`src/rtl/btn_debounce_multi.sv`:
```
// ============================================================================
// Module   : btn_debounce_multi
// Purpose  : N-channel push-button conditioner: 2-flop sync, tick-sampled
//            agreement filter, press/release pulses and hold auto-repeat.
// Revision : 1.0 - initial release
// ============================================================================
`default_nettype none

module btn_debounce_multi #(
    parameter int N_BTN          = 5,
    parameter int SAMPLE_DIV     = 250000,
    parameter int STABLE_SAMPLES = 4,
    parameter int REPEAT_DELAY   = 200,
    parameter int REPEAT_PERIOD  = 40
) (
    input  logic             clk,
    input  logic             rst,
    input  logic [N_BTN-1:0] btn_in,
    output logic [N_BTN-1:0] btn_level,
    output logic [N_BTN-1:0] btn_press,
    output logic [N_BTN-1:0] btn_release,
    output logic [N_BTN-1:0] btn_repeat,
    output logic             sample_tick
);

    localparam int PW       = $clog2(SAMPLE_DIV);
    localparam int AW       = $clog2(STABLE_SAMPLES + 1);
    localparam int HOLD_MAX = (REPEAT_DELAY > REPEAT_PERIOD) ? REPEAT_DELAY : REPEAT_PERIOD;
    localparam int HW       = $clog2(HOLD_MAX + 1);

    localparam logic [PW-1:0] DIV_LAST    = PW'(SAMPLE_DIV - 1);
    localparam logic [AW-1:0] AGREE_DONE  = AW'(STABLE_SAMPLES);
    localparam logic [HW-1:0] DELAY_DONE  = HW'(REPEAT_DELAY);
    localparam logic [HW-1:0] PERIOD_DONE = HW'(REPEAT_PERIOD);
    localparam bit            REPEAT_EN   = (REPEAT_DELAY != 0);

    typedef enum logic [1:0] {
        ST_IDLE   = 2'd0,
        ST_DELAY  = 2'd1,
        ST_REPEAT = 2'd2
    } rep_state_t;

    logic [PW-1:0]    presc;
    logic [N_BTN-1:0] sync1;
    logic [N_BTN-1:0] sync2;

    assign sample_tick = (presc == DIV_LAST);

    always_ff @(posedge clk or posedge rst) begin
        if (rst) begin
            presc <= '0;
        end else if (sample_tick) begin
            presc <= '0;
        end else begin
            presc <= presc + 1'b1;
        end
    end

    always_ff @(posedge clk or posedge rst) begin
        if (rst) begin
            sync1 <= '0;
            sync2 <= '0;
        end else begin
            sync1 <= btn_in;
            sync2 <= sync1;
        end
    end

    for (genvar i = 0; i < N_BTN; i++) begin : g_ch
        logic          level;
        logic [AW-1:0] agree;
        logic          agree_hit;
        logic          rise;
        logic          fall;
        logic          press_q;
        logic          rel_q;
        logic          rep_q;
        rep_state_t    state;
        rep_state_t    state_nx;
        logic [HW-1:0] hold;
        logic [HW-1:0] hold_nx;
        logic [HW-1:0] hold_inc;
        logic          rep_nx;

        // The STABLE_SAMPLES-th consecutive disagreeing sample flips the level.
        assign agree_hit = sample_tick && (sync2[i] != level) && ((agree + 1'b1) == AGREE_DONE);
        assign rise      = agree_hit & ~level;
        assign fall      = agree_hit & level;
        assign hold_inc  = hold + 1'b1;

        always_ff @(posedge clk or posedge rst) begin
            if (rst) begin
                level   <= 1'b0;
                agree   <= '0;
                press_q <= 1'b0;
                rel_q   <= 1'b0;
            end else begin
                press_q <= rise;
                rel_q   <= fall;
                if (sample_tick) begin
                    if ((sync2[i] == level) || agree_hit) begin
                        agree <= '0;
                    end else begin
                        agree <= agree + 1'b1;
                    end
                    if (agree_hit) begin
                        level <= ~level;
                    end
                end
            end
        end

        always_ff @(posedge clk or posedge rst) begin
            if (rst) begin
                state <= ST_IDLE;
                hold  <= '0;
                rep_q <= 1'b0;
            end else begin
                state <= state_nx;
                hold  <= hold_nx;
                rep_q <= rep_nx;
            end
        end

        // A release always wins over a coinciding repeat tick.
        always_comb begin
            state_nx = state;
            hold_nx  = hold;
            rep_nx   = 1'b0;
            if (fall) begin
                state_nx = ST_IDLE;
                hold_nx  = '0;
            end else begin
                case (state)
                    ST_IDLE: begin
                        if (rise && REPEAT_EN) begin
                            state_nx = ST_DELAY;
                            hold_nx  = '0;
                        end
                    end
                    ST_DELAY: begin
                        if (sample_tick) begin
                            if (hold_inc == DELAY_DONE) begin
                                rep_nx   = 1'b1;
                                hold_nx  = '0;
                                state_nx = ST_REPEAT;
                            end else begin
                                hold_nx = hold_inc;
                            end
                        end
                    end
                    ST_REPEAT: begin
                        if (sample_tick) begin
                            if (hold_inc == PERIOD_DONE) begin
                                rep_nx  = 1'b1;
                                hold_nx = '0;
                            end else begin
                                hold_nx = hold_inc;
                            end
                        end
                    end
                    default: begin
                        state_nx = ST_IDLE;
                        hold_nx  = '0;
                    end
                endcase
            end
        end

        assign btn_level[i]   = level;
        assign btn_press[i]   = press_q;
        assign btn_release[i] = rel_q;
        assign btn_repeat[i]  = rep_q;
    end

endmodule

`default_nettype wire

```
`config.mk`:
```
export PLATFORM = sky130hd
export DESIGN_NAME = btn_debounce_multi
export DESIGN_NICKNAME = d
export VERILOG_FILES = /design/src/rtl/btn_debounce_multi.sv
export SDC_FILE = /design/constraint.sdc
export NUM_CORES = 1
export LEC_CHECK = 0
export CORE_MARGIN = 2
export CORE_UTILIZATION = 65
export DETAILED_ROUTE_END_ITERATION = 16
export HOLD_SLACK_MARGIN = 0.06
export MAX_ROUTING_LAYER = met4
export PLACE_DENSITY = 0.89
export SYNTH_ARGS = -nofsm -noshare
export SYNTH_HDL_FRONTEND = slang
export SYNTH_SLANG_ARGS = --single-unit
```
`constraint.sdc`:
```
create_clock -name clk -period 10.4 [get_ports clk]
set_clock_uncertainty 0.15 [all_clocks]
set_input_delay 1.56 -clock clk [delete_from_list [all_inputs] [get_ports clk]]
set_output_delay 1.56 -clock clk [all_outputs]
set_load 0.1 [all_outputs]
```
* Yosys cells after proc, flatten, opt, wreduce, memory -nomap -nowiden
Cells that the tools add are included.
** Operators by class
- Reductions and logical operators :: 35
- Equal/unequal tests :: 61
- Bitwise logic cells :: 15
- Add/sub/neg operators :: 11
- Multiplexer cells :: 96
** Operators with widths (count)
- $mux W8 :: 30
- $pmux W8 S3 :: 5
- $ne A3 B3 Y1 const B :: 20
- $add A8 B1 Y8 const B :: 5
- $eq A8 B6 Y1 const B :: 5
- $eq A8 B8 Y1 const B :: 5
- $mux W2 :: 20
- $pmux W2 S3 :: 5
- $mux W1 :: 25
- $reduce_and A4 Y1 :: 5
- $add A18 B1 Y18 const B :: 1
- $eq A18 B18 Y1 const B :: 1
- $mux W18 :: 1
- $add A3 B1 Y3 const B :: 5
- $eq A3 B3 Y1 const B :: 5
- $mux W3 :: 5
- $reduce_and A3 Y1 :: 5
- $and A1 B1 Y1 :: 10
- $eq A2 B1 Y1 const B :: 5
- $eq A2 B2 Y1 const B :: 5
- $logic_and A1 B1 Y1 :: 10
- $logic_not A2 Y1 :: 5
- $ne A2 B2 Y1 const B :: 5
- $pmux W1 S2 :: 5
- 5 further kinds :: 25
** Word-level totals
- Register bits after elaboration :: 113
- Output and inout bits :: 21
- Input bits :: 7
- Word-level logic and storage cells :: 256

* Depth between registers and ports, before layout
- Depth after elaboration :: 7
- Depth in mapped cells :: 10
- Depth with buffers taken out :: 9

* Worst setup path after synthesis
OpenSTA, ideal clock, no wires.
- Kind :: register to output
- Start :: register presc[8]
- End :: output sample_tick
- Slack :: 6.650 ns
- Cell stages (with the launch flop) :: 5
- Data arrival time :: 2.040 ns
- Data required time :: 8.690 ns
- Cells stage by stage :: dfrtp_1 or4_4 nor3b_2 nand2_1 inv_1
** On the way
- Longest elaborated chain between the ends :: 1
** Ends and longest elaborated chain
- from (decl) :: RTL line 43 : logic [PW-1:0] presc;
- from (signal assigned) :: RTL line 55 : presc <= presc + 1'b1;
- $eq A18 B18 Y1 :: RTL line 47 : assign sample_tick = (presc == DIV_LAST);
- to (decl) :: RTL line 23 : output logic sample_tick
Every way passes these cells.

* Worst setup path after layout
- Start :: register presc[0]
- End :: output sample_tick
The elaborated chain is that of the path after synthesis.

==> impl_metrics.yaml <==
final_layout:
  nNetsFinal: 782
  n_antenna_cell: 0
  fin_cells: 887
  layout-drive-gt1-share: 0.0812
  final-seq-area_mm2: 0.00283
  num-fill-cells: 680
  multi_input_area_mm2: 0.00360
  layout_overhead_on_the_synthesized_area_pct: 11.9
synthesis:
  synth_nets: 778
  main_flop_type_after_synthesis: "dfrtp_1"
  async_reset_ff_frac: 1.00
  yosys_register_bits: 113
  ys.warnings.count: 0
  post-synth-top-count-cell: "dfrtp_1"
  synth_edf_count: 0
  synth-seq-area-share: 0.416
  synth.top_cell.area_share: 0.416
  netlist_top_cells_area: "dfrtp_1 (42%), ha_1 (6.8%), nand2_1 (4.0%)"
  synthTopCellsByCount: "dfrtp_1 (113), nand2_1 (73), o21ai_0 (52)"
  synth.cell_area_mm2: 0.00680
  synthDominantAreaCellType: "dfrtp_1"
  synthCells: 734
  synth.lib_cells_used.distinct: 72
  syn_area_per_cell_um2: 9.26
timing:
  final_hold_viol_count: 0
  finalSetupViolCount: 0
  achievable-frequency_mhz: 168
  max_slew_margin: 0.350
  rsz_0062_raised_after_global_routing: "no"
  timing.final.crit_share: 0.573
  fin_setup_tns_ns: 0
  report.final.slew_viol_count: 0
  timing.final.crit_period_ns: 5.96
  max_slew.worst_pin.slew_ns: 0.973
grt:
  grt_pass1_vias: 5488
  total_overflow_reported_by_the_global_router: 0
  grt_max_degree: 80
  grt_antenna_before_repair: 0
  wire_length_of_the_first_global_routing_pass_um: 25000
  grt_util_all_layers: 0.287
detailed_routing:
  drcViolationCount: 0
  ant_nets: 0
  met1Wirelength_um: 6360
  route.detailed.wl_per_inst_um: 16.7
  drt_pre_antenna_iters: 6
  met2RoutedLength_um: 7270
  vias: 5625
  wl_met3_um: 828
  route.top_layer_used: "met4"
  drt_first_iter_violations: 439
  routed_wirelength_um: 14800
  vias_per_cell: 6.34
worst_hold_path:
  holdPathStages: 0
  min_path_type: "register to register"
floorplanning:
  initial_core_util: 0.664
  placement_rows: 37
  die_area_mm2: 0.0113
  floorplan.die.height_um: 106
  ioPinCount: 28
  core_outline_area_mm2: 0.0102
  die_w_um: 106
power_and_ir_drop:
  power.static_leakage_nw: 3.32
  p_per_area_mw_per_mm2: 139
  vdd_ir_drop_max_uv: 114
placement:
  numPlacedInstances: 855
  hpwlAfterDp_um: 9740
  buffer_ports.inserted: 27
  final_weighted_congestion_in_routability_driven_placement: 0.903
flow_run:
  max_cap_viol_count: 0
clocking:
  clkLatencyLatePin_ns: 0.54
  post-cts-setup-buffers: 0
  post_cts_hold_buffers: 0
  ctsRootBufferMaster: "clkbuf_8"
  max-clock-path-buffers: 2
  clock_slew_at_reported_path_ffs_ns: 0.06
  tritoncts.num_buffers: 17
  tritoncts: "built"
  cts_resized: 0
  cts.sink_count: 113
  cts_htree_levels: 4
critical_path:
  required_worst_endpoint_ns: 8.69
  crit_path_end_kind: "output port"
  critical_path_peak_fanout: 24
  element_type_at_the_critical_path_start: "register"
  r2r_slack_ns: 6.77
  worst-setup-path-type: "register to output port"
  r2r.worst_path.cells: 9
  critical_path_arrival_ns: 4.25
run_status:
  status: "finished, final reports clean"
[placed cells by master, fill, tap and decap left out, drive strengths merged, types with 16 or more instances in the layout]
| master | n |
|---|---|
| clkbuf | 22 |
| dfrtp | 113 |
| nor2 | 46 |
| ha | 37 |
| and3 | 18 |
| nor3 | 22 |
| inv | 32 |
| a21oi | 20 |
| nand2 | 74 |
| nor2b | 16 |
| nand3 | 37 |
| clkdlybuf4s50 | 27 |
| o21ai | 57 |
[kinds of logic (layout without fill, tap and decap cells)]
group                    count (synthesis)  in the layout  synth area share
flip-flops                             113            113             0.416
XOR/XNOR                                25             25            0.0322
adder cells (fa/ha/maj)                 37             37            0.0681
AND/OR/NAND/NOR                        306            306             0.243
buffers and inverters                   76             93            0.0543
AO/OA/AOI/OAI                          166            166             0.169
multiplexers                            11             11            0.0175
[per-layer routing]
layer	track usage	up-vias
met1	0.354	2729
met3	0.0638	39
met5	-	-
li1	-	2659
met4	0.121	0
met2	0.459	198
[layout make-up]
cell class | instances | area share
clock buffers | 22 | 0.0582
clock inverters | 10 | 0.0209
multi-input cells | 545 | 0.473
repair buffers | 29 | 0.0375
inverters | 32 | 0.0161
flip-flops and latches | 113 | 0.372
well taps | 136 | 0.0224
[report_power, final]
group / switching (mW) / internal (mW) / leakage [nW]
clock: 0.203 / 0.394 / 0.289
sequential: 0.00174 / 0.442 / 1.54
combinational: 0.0104 / 0.00338 / 1.48
[state kept, by name (all words and copies together) (netlist names)]
signal	flops
presc	18
g_ch.agree	15
sync1	5
g_ch.press_q	5
g_ch.state	10
sync2	5
g_ch.hold	40
g_ch.rel_q	5
g_ch.rep_q	5
g_ch.level	5
[metrics by stage]
step	worst slack (ns)	hold slack (ns)	cell area (µm²)	utilization	power (mW)
after CTS	4.50	0.202	7610	0.744	1.06
after global routing	4.24	0.209	7610	0.744	1.08
after floorplan	5.70	0.181	6800	-	0.460
after global placement	5.25	0.185	7010	0.685	0.465
after detailed placement	5.08	0.189	7010	0.685	0.466
final	4.44	0.199	7610	0.744	1.05
[worst paths after layout]
path	end	startpoint
hold / removal	sync2[3]$_DFF_PP0_	sync1[3]$_DFF_PP0_
max in group asynchronous	g_ch[1].rel_q$_DFF_PP0_	rst
min in group asynchronous	g_ch[0].hold[5]$_DFFE_PP0P_	rst
hold reg to reg	sync2[3]$_DFF_PP0_	sync1[3]$_DFF_PP0_
setup reg to reg	g_ch[1].hold[4]$_DFFE_PP0P_	presc[0]$_DFF_PP0_
setup / recovery	sample_tick	presc[0]$_DFF_PP0_
[worst max-delay path, cell delays in order (launching register included)]
cell and delay (ns):
dfrtp_1 0.40, ha_1 0.28, nor4bb_1 0.47, and3_1 0.32, nand2_1 0.55, inv_1 0.49
clkdlybuf4s50_1 1.20
Note: power is estimated with default switching activity, not from simulation.
